[config.mk]
export PLATFORM = sky130hd
export DESIGN_NAME = tick_mode_register_flat
export DESIGN_NICKNAME = d
export VERILOG_FILES = /design/src/rtl/tick_mode_register_if.sv /design/src/rtl/tick_mode_register.sv /design/src/flat_wrapper.sv
export SDC_FILE = /design/constraint.sdc
export NUM_CORES = 1
export LEC_CHECK = 0
export ABC_AREA = 1
export BUFFER_PORTS_ARGS = -buffer_cell sky130_fd_sc_hd__buf_2
export CELL_PAD_IN_SITES_DETAIL_PLACEMENT = 1
export CELL_PAD_IN_SITES_GLOBAL_PLACEMENT = 2
export CORE_MARGIN = 2
export CORE_UTILIZATION = 25
export CTS_CLUSTER_DIAMETER = 100
export DETAILED_ROUTE_END_ITERATION = 8
export PLACE_DENSITY = 0.8
export SLEW_MARGIN = 20
export SYNTH_ARGS = -nofsm -noshare
export SYNTH_HDL_FRONTEND = slang
export SYNTH_SLANG_ARGS = --single-unit
export TNS_END_PERCENT = 5
[constraint.sdc]
create_clock -name clk -period 2.25 [get_ports clk]
set_input_delay 0.1125 -clock clk [delete_from_list [all_inputs] [get_ports clk]]
set_output_delay 0.1125 -clock clk [all_outputs]
set_load 0.1 [all_outputs]
[src/rtl/tick_mode_register_if.sv]
// Bus bundle for tick_mode_register: control/data inputs from the master,
// register contents and flags back from the slave.
interface tick_mode_register_if #(
  parameter int unsigned WIDTH = 32
);
  logic             tick;
  logic             preset;
  logic [1:0]       mode;
  logic [WIDTH-1:0] d;
  logic             shift_in;
  logic [WIDTH-1:0] q;
  logic [WIDTH-1:0] q_bar;
  logic             carry;
  logic             zero;

  modport master (
    output tick, preset, mode, d, shift_in,
    input  q, q_bar, carry, zero
  );

  modport slave (
    input  tick, preset, mode, d, shift_in,
    output q, q_bar, carry, zero
  );
endinterface

[src/rtl/tick_mode_register.sv]
// Multi-mode WIDTH-bit state register: tick-qualified load, modulo
// increment, shift left/right, synchronous preset, registered carry flag.
module tick_mode_register #(
  parameter int unsigned     WIDTH        = 32,
  parameter logic [WIDTH-1:0] PRESET_VALUE = '0,
  parameter logic [WIDTH-1:0] MAX_VALUE    = '1
) (
  input logic clk,
  input logic rst,
  tick_mode_register_if.slave bus
);

  typedef enum logic [1:0] {
    MODE_LOAD = 2'b00,
    MODE_INC  = 2'b01,
    MODE_SHL  = 2'b10,
    MODE_SHR  = 2'b11
  } mode_e;

  logic [WIDTH-1:0] q_r;
  logic             carry_r;
  logic [WIDTH-1:0] q_next;
  logic             carry_next;
  mode_e            mode_sel;

  assign mode_sel = mode_e'(bus.mode);

  // Next-state selection. Shifts are written as shift-and-or so that
  // WIDTH=1 needs no special case: both directions reduce to q <= shift_in.
  always_comb begin
    q_next     = q_r;
    carry_next = 1'b0;
    if (bus.preset) begin
      q_next     = PRESET_VALUE;
      carry_next = 1'b0;
    end else if (bus.tick) begin
      case (mode_sel)
        MODE_LOAD: begin
          q_next     = bus.d;
          carry_next = 1'b0;
        end
        MODE_INC: begin
          if (q_r >= MAX_VALUE) begin
            q_next     = '0;
            carry_next = 1'b1;
          end else begin
            q_next     = q_r + WIDTH'(1);
            carry_next = 1'b0;
          end
        end
        MODE_SHL: begin
          q_next     = (q_r << 1) | WIDTH'(bus.shift_in);
          carry_next = q_r[WIDTH-1];
        end
        MODE_SHR: begin
          q_next     = (q_r >> 1) | (WIDTH'(bus.shift_in) << (WIDTH-1));
          carry_next = q_r[0];
        end
        default: begin
          q_next     = q_r;
          carry_next = 1'b0;
        end
      endcase
    end
  end

  // State register with asynchronous clear.
  always_ff @(posedge clk or posedge rst) begin
    if (rst) begin
      q_r     <= '0;
      carry_r <= 1'b0;
    end else begin
      q_r     <= q_next;
      carry_r <= carry_next;
    end
  end

  assign bus.q     = q_r;
  assign bus.q_bar = ~q_r;
  assign bus.carry = carry_r;
  assign bus.zero  = (q_r == '0);

endmodule

[src/flat_wrapper.sv]
// flat-port wrapper written by rule: the top's interface ports become plain ports
module tick_mode_register_flat 
#(
  parameter int unsigned     WIDTH        = 32,
  parameter logic [WIDTH-1:0] PRESET_VALUE = '0,
  parameter logic [WIDTH-1:0] MAX_VALUE    = '1
)
  (clk, rst, bus_tick, bus_preset, bus_mode, bus_d, bus_shift_in, bus_q, bus_q_bar, bus_carry, bus_zero);
  tick_mode_register_if #(.WIDTH(WIDTH)) bus_i ();
  input logic clk;
  input logic rst;
  input wire logic [$bits(bus_i.tick)-1:0] bus_tick;
  input wire logic [$bits(bus_i.preset)-1:0] bus_preset;
  input wire logic [$bits(bus_i.mode)-1:0] bus_mode;
  input wire logic [$bits(bus_i.d)-1:0] bus_d;
  input wire logic [$bits(bus_i.shift_in)-1:0] bus_shift_in;
  output wire logic [$bits(bus_i.q)-1:0] bus_q;
  output wire logic [$bits(bus_i.q_bar)-1:0] bus_q_bar;
  output wire logic [$bits(bus_i.carry)-1:0] bus_carry;
  output wire logic [$bits(bus_i.zero)-1:0] bus_zero;
  assign bus_i.tick = bus_tick;
  assign bus_i.preset = bus_preset;
  assign bus_i.mode = bus_mode;
  assign bus_i.d = bus_d;
  assign bus_i.shift_in = bus_shift_in;
  assign bus_q = bus_i.q;
  assign bus_q_bar = bus_i.q_bar;
  assign bus_carry = bus_i.carry;
  assign bus_zero = bus_i.zero;
  tick_mode_register #(.WIDTH(WIDTH), .PRESET_VALUE(PRESET_VALUE), .MAX_VALUE(MAX_VALUE)) u_core (.clk(clk), .rst(rst), .bus(bus_i));
endmodule
==> summary.txt, run 1 <==
Detailed routing
  – Drt wl/cell: 16.9 um
  – Final WL: 14.0 mm
  – Total number of vias: 4013
  – # DRC: 0
  – Detailed Route Iter0 Violations: 154
  – DRT Pass-1 Iters: 4
  – Via-per-instance ratio: 4.86
  – Antenna viol nets, final: 0

Power and ir drop
  – Peak supply drop: 323 uV
  – Pleak: 1.96 nW
  – Pint: 1.38 mW
  – Clock Power Share: 22.8%
  – Tot Pwr: 3.18 mW
  – Seq pwr share: 25.4%
  – Power per standard cell area: 781 nW/um^2
  – Net Switching: 1.80 mW
  – Switching share of power: 56.6%
  – Combinational power share: 51.8%

Synth
  – Asr flop ratio synth: 100%
  – Avg Cell Area, Syn: 5.63 um^2
  – Cells after Synth: 556
  – Main synth FF type: dfrtp_1
  – Synth Area in XOR/XNOR: 3.92%
  – Mux cell area share after synthesis: 0%
  – Sequential share of the synthesized area: 26.4%
  – Synth unique cells: 28
  – Compound-Gate Fraction of Synth Area: 12.9%
  – Synth top area share: 29.2%
  – Post-Synth Simple-Gate Area: 47.1%
  – Main combinational cell family by area after synthesis: simple AND/OR/NAND/NOR gates
  – Leading area contributor after synthesis: nand2_1
  – YS warnings: 0
  – Syn_nets: 597
  – Yosys reg bits: 33
  – Adder-cell share of the synthesized area: 0.799%
  – Mapped cell area: 3130 um^2
  – Count leader, synth: nand2_1
  – Area contributors post-synth: nand2_1, dfrtp_1, nor2_1
  – Synth cell count leaders: nand2_1, nor2_1, inv_1
  – EDFF count, synth: 0

Clock network
  – CTS Hold Buffers Added: 1
  – CTS buffer count: 5
  – Root Driver: clkbuf_16
  – H-tree depth: 2
  – CTS tree: yes
  – Clock Path Buffers: 2
  – Worst skew pair latency: 0.29 ns
  – Sinks on Clock Net: 33
  – Post-CTS Setup Inserts: 0
  – # resized after CTS: 0
  – Worst-path clk slew: 0.06 ns

Critical path
  – Critical path type: reg2out
  – Path depth of the worst reg2reg path: 12
  – WP data required: 2.14 ns
  – Crit path launch type: flop
  – Endpoint type of the worst setup path: primary output
  – Critical path arrival: 2.04 ns
  – CP Max Fanout: 6
  – R2R setup slack: 0.29 ns

Place
  – Final RePlAce weighted congestion: 0.902
  – Setup WS pre-CTS: 0.290 ns
  – Detailed placer's ending HPWL: 10.5 mm
  – Cells after DPL: 817
  – Cell Area, Placed: 3910 um^2
  – I/O Buffers: 104

Hold path
  – Hold depth: 3
  – Hold Path Class: in2reg

Floorplan
  – Initial core utilization: 25.9%
  – Chip height: 116 um
  – Die area: 13400 um^2
  – Num rows: 40
  – Core ar.: 12100 um^2
  – Die span in x: 116 um
  – Num ports: 105

Flow run
  – Number of max-cap violations: 0

STA
  – Final-report setup violation count: 0
  – Setup ws final: 0.0984 ns
  – Fin crit period: 2.15 ns
  – Fmax: 465 MHz
  – RSZ-0062 raised after global routing: false
  – Clock Skew: 0.00657 ns
  – Slew margin rel.: 44.5%
  – Fin crit share: 95.6%
  – Worst-Margin Slew: 0.830 ns
  – Final Hold Vio Count: 0
  – Final Max Slew Viols: 0

Global route
  – Pin count of the biggest net entering global routing: 34
  – Gr ovfl total: 0
  – Initial antenna violation count: 0
  – First-pass GRT wire length: 22.5 mm
  – Number of global-route vias before repair: 4172
  – Global Route Usage Sum: 21.5%

Cells and area
  – Final Net Count: 698
  – Final Cell Area: 4060 um^2
  – Fillers: 1671
  – Final Non-Filler Cells: 826
  – Antenna diodes: 0
  – Util after Layout: 33.6%
  – Layout cell share with drive strength beyond 1: 22.0%
  – Synthesis-to-layout area growth: 29.8%

Run status
  – Status: finished, final reports clean
## state kept, by name (all words and copies together), names as in the netlist
| register | count |
|---|---|
| u_core.bus.carry | 1 |
| u_core.bus.q | 32 |
## metal layers
| metal | vias to the layer above | wire (um) | global-route usage, % |
|---|---|---|---|
| met4 | 0 | 279 | 6.19 |
| li1 | 1976 | - | - |
| met3 | 15 | 598 | 2.41 |
| met1 | 1920 | 6700 | 30.0 |
| met2 | 102 | 6410 | 35.2 |
| met5 | - | 0 | 0 |
## worst max-delay path, cell delays in order, from the launching register on
cell,delay [ns]
dfrtp_4,0.51
clkinvlp_4,0.14
ha_1,0.17
nand4_1,0.09
nor4_1,0.27
nand3_1,0.21
nor2_4,0.16
buf_12,0.18
## worst paths after layout
path | startpoint | endpoint
worst max-delay path | u_core.bus.q[0] | bus_zero
worst min-delay path | bus_d[4] | u_core.bus.q[4]
worst max register to register | u_core.bus.q[1] | u_core.bus.q[17]
worst min register to register | u_core.bus.q[7] | u_core.bus.q[7]
max in group asynchronous | rst | u_core.bus.q[0]
min in group asynchronous | rst | u_core.bus.q[5]
## stage by stage
| stage | TNS, ns | hold WS [ns] |
|---|---|---|
| finish | 0 | 0.0950 |
| global route | 0 | 0.114 |
| CTS | 0 | 0.0983 |
| detailed placement | 0 | 0.261 |
| global placement | 0 | 0.242 |
| floorplan | -1.45 | 0.241 |
## layout by cell type (no fill, tap or decap), types with 3 or more instances in the layout
master      synthesis  final
nor2_1             79     76
buf_2               7    103
dfrtp_1            33     27
clkinvlp_4          0      4
a21oi_1             7      7
inv_1              46     42
xor2_1             13     13
o22ai_1            27     27
inv_2               3      3
dfrtp_2             0      5
nor2_2              2      4
o21ai_1             5      5
o21ai_0            27     27
nand3_1            25     25
nand4_1             3      3
clkbuf_16           0      5
buf_4               2      9
nor4_1              7      7
nand2_1           244    244
nor2_4              3      4
## power groups by stage
stage / logic (mW) / registers [mW] / clock network, mW
2_1_floorplan: 0.872 / 1.23 / 0
3_3_place_gp: 1.64 / 0.812 / 0
3_5_place_dp: 1.65 / 0.815 / 0
4_1_cts: 1.65 / 0.806 / 0.732
5_1_grt: 1.73 / 0.823 / 0.751
6_report: 1.65 / 0.807 / 0.723
## kinds of logic (layout without fill, tap and decap cells)
logic type | Yosys count | after routing
XOR/XNOR | 14 | 14
buffers and inverters | 70 | 172
adder cells (fa/ha/maj) | 2 | 2
AO/OA/AOI/OAI | 71 | 71
flip-flops | 33 | 33
AND/OR/NAND/NOR | 366 | 366
## final cells by class
cell class / instances / area (um^2) / share of cell area, %
Timing Repair Buffer: 115 / 633 / 15.6
Clock buffer: 8 / 146 / 3.60
Tap cell: 168 / 210 / 5.17
Sequential cell: 33 / 836 / 20.6
Inverter: 49 / 199 / 4.90
Multi-Input combinational cell: 453 / 2040 / 50.2
Note: power is estimated with default switching activity, not from simulation.
==> run 2: changes to the inputs <==
--- a/config.mk
+++ b/config.mk
@@ -10,10 +10,10 @@
 export CELL_PAD_IN_SITES_DETAIL_PLACEMENT = 1
 export CELL_PAD_IN_SITES_GLOBAL_PLACEMENT = 2
 export CORE_MARGIN = 2
-export CORE_UTILIZATION = 25
+export CORE_UTILIZATION = 27
 export CTS_CLUSTER_DIAMETER = 100
 export DETAILED_ROUTE_END_ITERATION = 8
-export PLACE_DENSITY = 0.8
+export PLACE_DENSITY = 0.86
 export SLEW_MARGIN = 20
 export SYNTH_ARGS = -nofsm -noshare
 export SYNTH_HDL_FRONTEND = slang
==> constraint.sdc (replaced) <==
create_clock -name clk -period 2.65 [get_ports clk]
set_input_delay 0.1325 -clock clk [delete_from_list [all_inputs] [get_ports clk]]
set_output_delay 0.1325 -clock clk [all_outputs]
set_load 0.1 [all_outputs]
==> summary.txt, run 2 (synthesis gave the netlist of run 1 again) <==
Run status
  – Status: finished, final reports clean

Critical path
  – CP Max Fanout: 7
  – WP data required: 2.52 ns
  – Critical path arrival: 2.21 ns
  – Endpoint type of the worst setup path: primary output
  – Critical path type: reg2out
  – Crit path launch type: flop

STA
  – Final-report setup violation count: 0
  – Setup ws final: 0.305 ns
  – RSZ-0062 raised after global routing: false
  – Clock Skew: 0.00889 ns
  – TNS Setup: 0 ns
  – Fin crit period: 2.35 ns
  – Fin crit share: 88.5%
  – Fmax: 426 MHz
  – Slew margin rel.: 56.7%
  – Final Hold Vio Count: 0
  – Worst-Margin Slew: 0.648 ns
  – Final Max Slew Viols: 0

Global route
  – Pin count of the biggest net entering global routing: 34
  – Global Route Usage Sum: 22.5%
  – Gr ovfl total: 0
  – Initial antenna violation count: 0
  – First-pass GRT wire length: 22.5 mm
  – Number of global-route vias before repair: 4152

Detailed routing
  – Via-per-instance ratio: 5.06
  – Drt wl/cell: 17.3 um
  – # DRC: 0
  – Final WL: 13.8 mm
  – DRT Pass-1 Iters: 4
  – Detailed Route Iter0 Violations: 228
  – Total number of vias: 4040
  – Antenna viol nets, final: 0

Clock network
  – Post-CTS Setup Inserts: 0
  – Sinks on Clock Net: 33
  – Worst skew pair latency: 0.29 ns
  – Worst-path clk slew: 0.06 ns
  – Root Driver: clkbuf_16
  – CTS tree: yes
  – H-tree depth: 2
  – CTS Hold Buffers Added: 1
  – CTS buffer count: 5
  – # resized after CTS: 0
  – Clock Path Buffers: 2

Power and ir drop
  – Pleak: 1.96 nW
  – Tot Pwr: 2.76 mW
  – Peak supply drop: 346 uV
  – Power per standard cell area: 690 nW/um^2

Cells and area
  – Final Net Count: 696
  – Most frequent cells in the layout: nand2_1, buf_2, nor2_1
  – Layout cell share with drive strength beyond 1: 21.2%
  – Max reg flops: 32
  – Antenna diodes: 0
  – Commonest non-fill, non-tap cell in the layout: nand2_1
  – Most flops, register: u_core.bus.q
  – Fillers: 1597
  – FF/Latch Area: 827 um^2
  – Final Cell Area: 3990 um^2
  – Footprint of the multi-input gates: 2030 um^2
  – Final Non-Filler Cells: 799
  – Synthesis-to-layout area growth: 27.5%

Floorplan
  – Num rows: 39
  – Num ports: 105
  – Core ar.: 11400 um^2
  – Die area: 12500 um^2
  – Initial core utilization: 27.5%
  – Die span in x: 112 um
  – Chip height: 112 um

Place
  – I/O Buffers: 104
  – Detailed placer's ending HPWL: 10.4 mm
  – Cells after DPL: 790
  – Cell Area, Placed: 3820 um^2
  – Final RePlAce weighted congestion: 0.936
  – Setup WS pre-CTS: 0.633 ns

Flow run
  – Number of max-cap violations: 0

Hold path
  – Hold Path Class: in2reg
==> run 2: path summary, 6_finish.rpt <==
path	from	end	slack [ns]	cells after the start
setup / recovery	u_core.bus.q[1]	bus_zero	0.30	7
hold / removal	bus_d[4]	u_core.bus.q[4]	0.10	3
setup reg to reg	u_core.bus.q[1]	u_core.bus.q[26]	0.60	10
hold reg to reg	u_core.bus.q[0]	u_core.bus.q[0]	0.60	2
max in group asynchronous	rst	u_core.bus.q[20]	1.46	4
min in group asynchronous	rst	u_core.bus.q[5]	0.47	3
==> run 2: layout make-up <==
type                       count  area share (%)
clock inverter                 2           0.877
tap                          143            4.48
multi-input combinational    453            50.9
timing repair buffer         113            14.8
clock buffer                   6            3.23
sequential                    33            20.7
inverter                      49            4.98
==> run 2: critical path, stage by stage (launching register included) <==
cell and delay (ns):
dfrtp_1 0.48, clkinvlp_4 0.14, ha_1 0.14, nand4_1 0.09
nor4_1 0.32, nand3_1 0.16, nor2_2 0.14, buf_2 0.44
==> run 2: power breakdown <==
part | internal [mW] | switching, mW
Clock | 0.443 | 0.242
Combinational | 0.226 | 1.16
Sequential | 0.558 | 0.129
==> run 2: metrics by stage <==
step	hold WS [ns]	utilization (%)
6_report	0.102	35.1
5_1_grt	0.113	35.1
4_1_cts	0.106	35.1
3_5_place_dp	0.263	33.6
3_3_place_gp	0.258	33.6
2_1_floorplan	0.261	-
==> run 2: routing by layer <==
metal	wire [um]	share of wire, %	track usage, %	up-vias
li1	-	-	-	1964
met1	6550	47	30.6	1966
met2	6490	47	37.8	101
met3	642	4.6	3.05	9
met4	141	1.0	5.51	0
met5	0	0	0	-
==> run 3: changes to the inputs <==
--- a/config.mk
+++ b/config.mk
@@ -14,6 +14,7 @@
 export CTS_CLUSTER_DIAMETER = 100
 export DETAILED_ROUTE_END_ITERATION = 8
 export PLACE_DENSITY = 0.86
+export SETUP_SLACK_MARGIN = 0.15
 export SLEW_MARGIN = 20
 export SYNTH_ARGS = -nofsm -noshare
 export SYNTH_HDL_FRONTEND = slang
==> constraint.sdc (replaced) <==
create_clock -name clk -period 2.65 [get_ports clk]
set_input_delay 0.3975 -clock clk [delete_from_list [all_inputs] [get_ports clk]]
set_output_delay 0.3975 -clock clk [all_outputs]
set_load 0.1 [all_outputs]
==> summary.txt, run 3 (synthesis gave the netlist of run 1 again) <==
Run status
  – Status: finished, final reports clean

Place
  – Final RePlAce weighted congestion: 0.942
  – I/O Buffers: 104
  – Cell Area, Placed: 3880 um^2
  – Detailed placer's ending HPWL: 10.5 mm

Global route
  – Initial antenna violation count: 0
  – Global Route Usage Sum: 22.5%
  – First-pass GRT wire length: 22.6 mm
  – Gr ovfl total: 0
  – Pin count of the biggest net entering global routing: 33
  – Number of global-route vias before repair: 4207

Clock network
  – H-tree depth: 2
  – CTS Hold Buffers Added: 0
  – Clock Path Buffers: 2
  – CTS buffer count: 5
  – CTS tree: yes
  – Worst skew pair latency: 0.29 ns
  – Worst-path clk slew: 0.06 ns
  – Sinks on Clock Net: 33
  – Root Driver: clkbuf_16

STA
  – Fmax: 413 MHz
  – Final-report setup violation count: 0
  – Fin crit share: 91.5%
  – Worst-Margin Slew: 0.914 ns
  – Slew margin rel.: 39.0%
  – RSZ-0062 raised after global routing: false
  – TNS Setup: 0 ns
  – Final Max Slew Viols: 0
  – Clock Skew: 0.00824 ns
  – Fin crit period: 2.42 ns
  – Final Hold Vio Count: 0

Cells and area
  – Most frequent cells in the layout: nand2_1, buf_2, nor2_1
  – Commonest non-fill, non-tap cell in the layout: nand2_1
  – Util after Layout: 35.6%
  – Antenna diodes: 0
  – Layout cell share with drive strength beyond 1: 22.5%
  – Final Net Count: 698
  – Final Cell Area: 4050 um^2
  – Most flops, register: u_core.bus.q
  – Synthesis-to-layout area growth: 29.3%
  – Max reg flops: 32

Detailed routing
  – Detailed Route Iter0 Violations: 179
  – DRT Pass-1 Iters: 4
  – # DRC: 0
  – Antenna viol nets, final: 0
  – Via-per-instance ratio: 4.96
  – Final WL: 13.7 mm
  – Drt wl/cell: 17.1 um
  – Total number of vias: 3975

Critical path
  – CP max stage cell: dfrtp_4
  – CP Max Fanout: 6
  – FF-to-FF End: u_core.bus.q[1]
  – Critical path arrival: 2.03 ns
  – Crit path launch type: flop
  – Max stage delay on crit path: 0.51 ns
  – Worst r2r src: u_core.bus.q[1]
  – Critical path type: reg2out
  – Worst path cell trace: clkinvlp_4, ha_4, nand4_1, nor4_1, nand3_1, nor2_4, buf_6
  – Endpoint type of the worst setup path: primary output
  – WP data required: 2.25 ns
  – R2R setup slack: 0.65 ns
  – Path depth of the worst reg2reg path: 12

Floorplan
  – Num ports: 105
  – Core ar.: 11400 um^2
  – Die area: 12500 um^2
  – Initial core utilization: 27.5%
  – Num rows: 39
  – Chip height: 112 um
  – Die span in x: 112 um

Power and ir drop
  – Peak supply drop: 320 uV
  – Pleak: 1.97 nW
  – Power per standard cell area: 672 nW/um^2
  – Tot Pwr: 2.72 mW

Hold path
  – Hold Path Class: in2async

Flow run
  – Number of max-cap violations: 0
## run 3: changes by cell type in the layout (fill, tap and decap cells not counted), sizes merged
cell and change:
bufinv -1, buf +3, dlygate4sd3 -1, clkbuf +1
## run 3: per-stage QoR
stage | instances | hold WS, ns | setup WS (ns)
4_1_cts | 801 | 0.337 | 0.194
6_report | 801 | 0.305 | 0.227
5_1_grt | 801 | 0.413 | 0.159
3_3_place_gp | 793 | 0.553 | 0.380
2_1_floorplan | 556 | 0.526 | 0.0746
3_5_place_dp | 793 | 0.559 | 0.377
## run 3: how the worst max path moves through the flow
stage | from | to | slack, ns | cells past startpoint
finish | u_core.bus.q[0] | bus_zero | 0.23 | 7
floorplan | u_core.bus.q[0] | bus_zero | 0.07 | 6
CTS | u_core.bus.q[0] | bus_zero | 0.19 | 7
global placement | u_core.bus.q[0] | bus_zero | 0.38 | 7
global route | u_core.bus.q[0] | bus_zero | 0.16 | 7
detailed placement | u_core.bus.q[0] | bus_zero | 0.38 | 7
## run 3: power by group
group | total, mW | internal (mW) | leakage [nW] | switching [mW]
Combinational | 1.41 | 0.238 | 1.47 | 1.17
Clock | 0.634 | 0.398 | 0.0799 | 0.235
Sequential | 0.679 | 0.562 | 0.426 | 0.117
Total | 2.72 | 1.20 | 1.97 | 1.52
## run 3: cell type report
cell class	count	area [um^2]
clock inverter	1	5.00
clock buffer	7	153
multi-input combinational	453	2050
inverter	49	201
timing repair buffer	115	622
sequential	33	837
tap	143	179
fill	1575	7320
## run 3: layer usage
layer | global-route usage, % | up-vias | share of wire, %
li1 | - | 1964 | -
met4 | 6.50 | 0 | 1.8
met2 | 38.1 | 109 | 48
met1 | 30.2 | 1885 | 46
met3 | 2.72 | 17 | 4.5
met5 | 0 | - | 0
## run 3: critical path: cells and delay by family, from the launching register on
kind	cells	cell delay (ns)
AND/OR/NAND/NOR	4	0.73
flip-flops	1	0.51
buffers and inverters	2	0.37
adder cells (fa/ha/maj)	1	0.13
## run 3: repair_timing
item                       in CTS  in global routing
gates resized for setup         1                  1
buffers inserted                0                  0
hold endpoints to repair        0                  0
setup endpoints to repair       1                  1
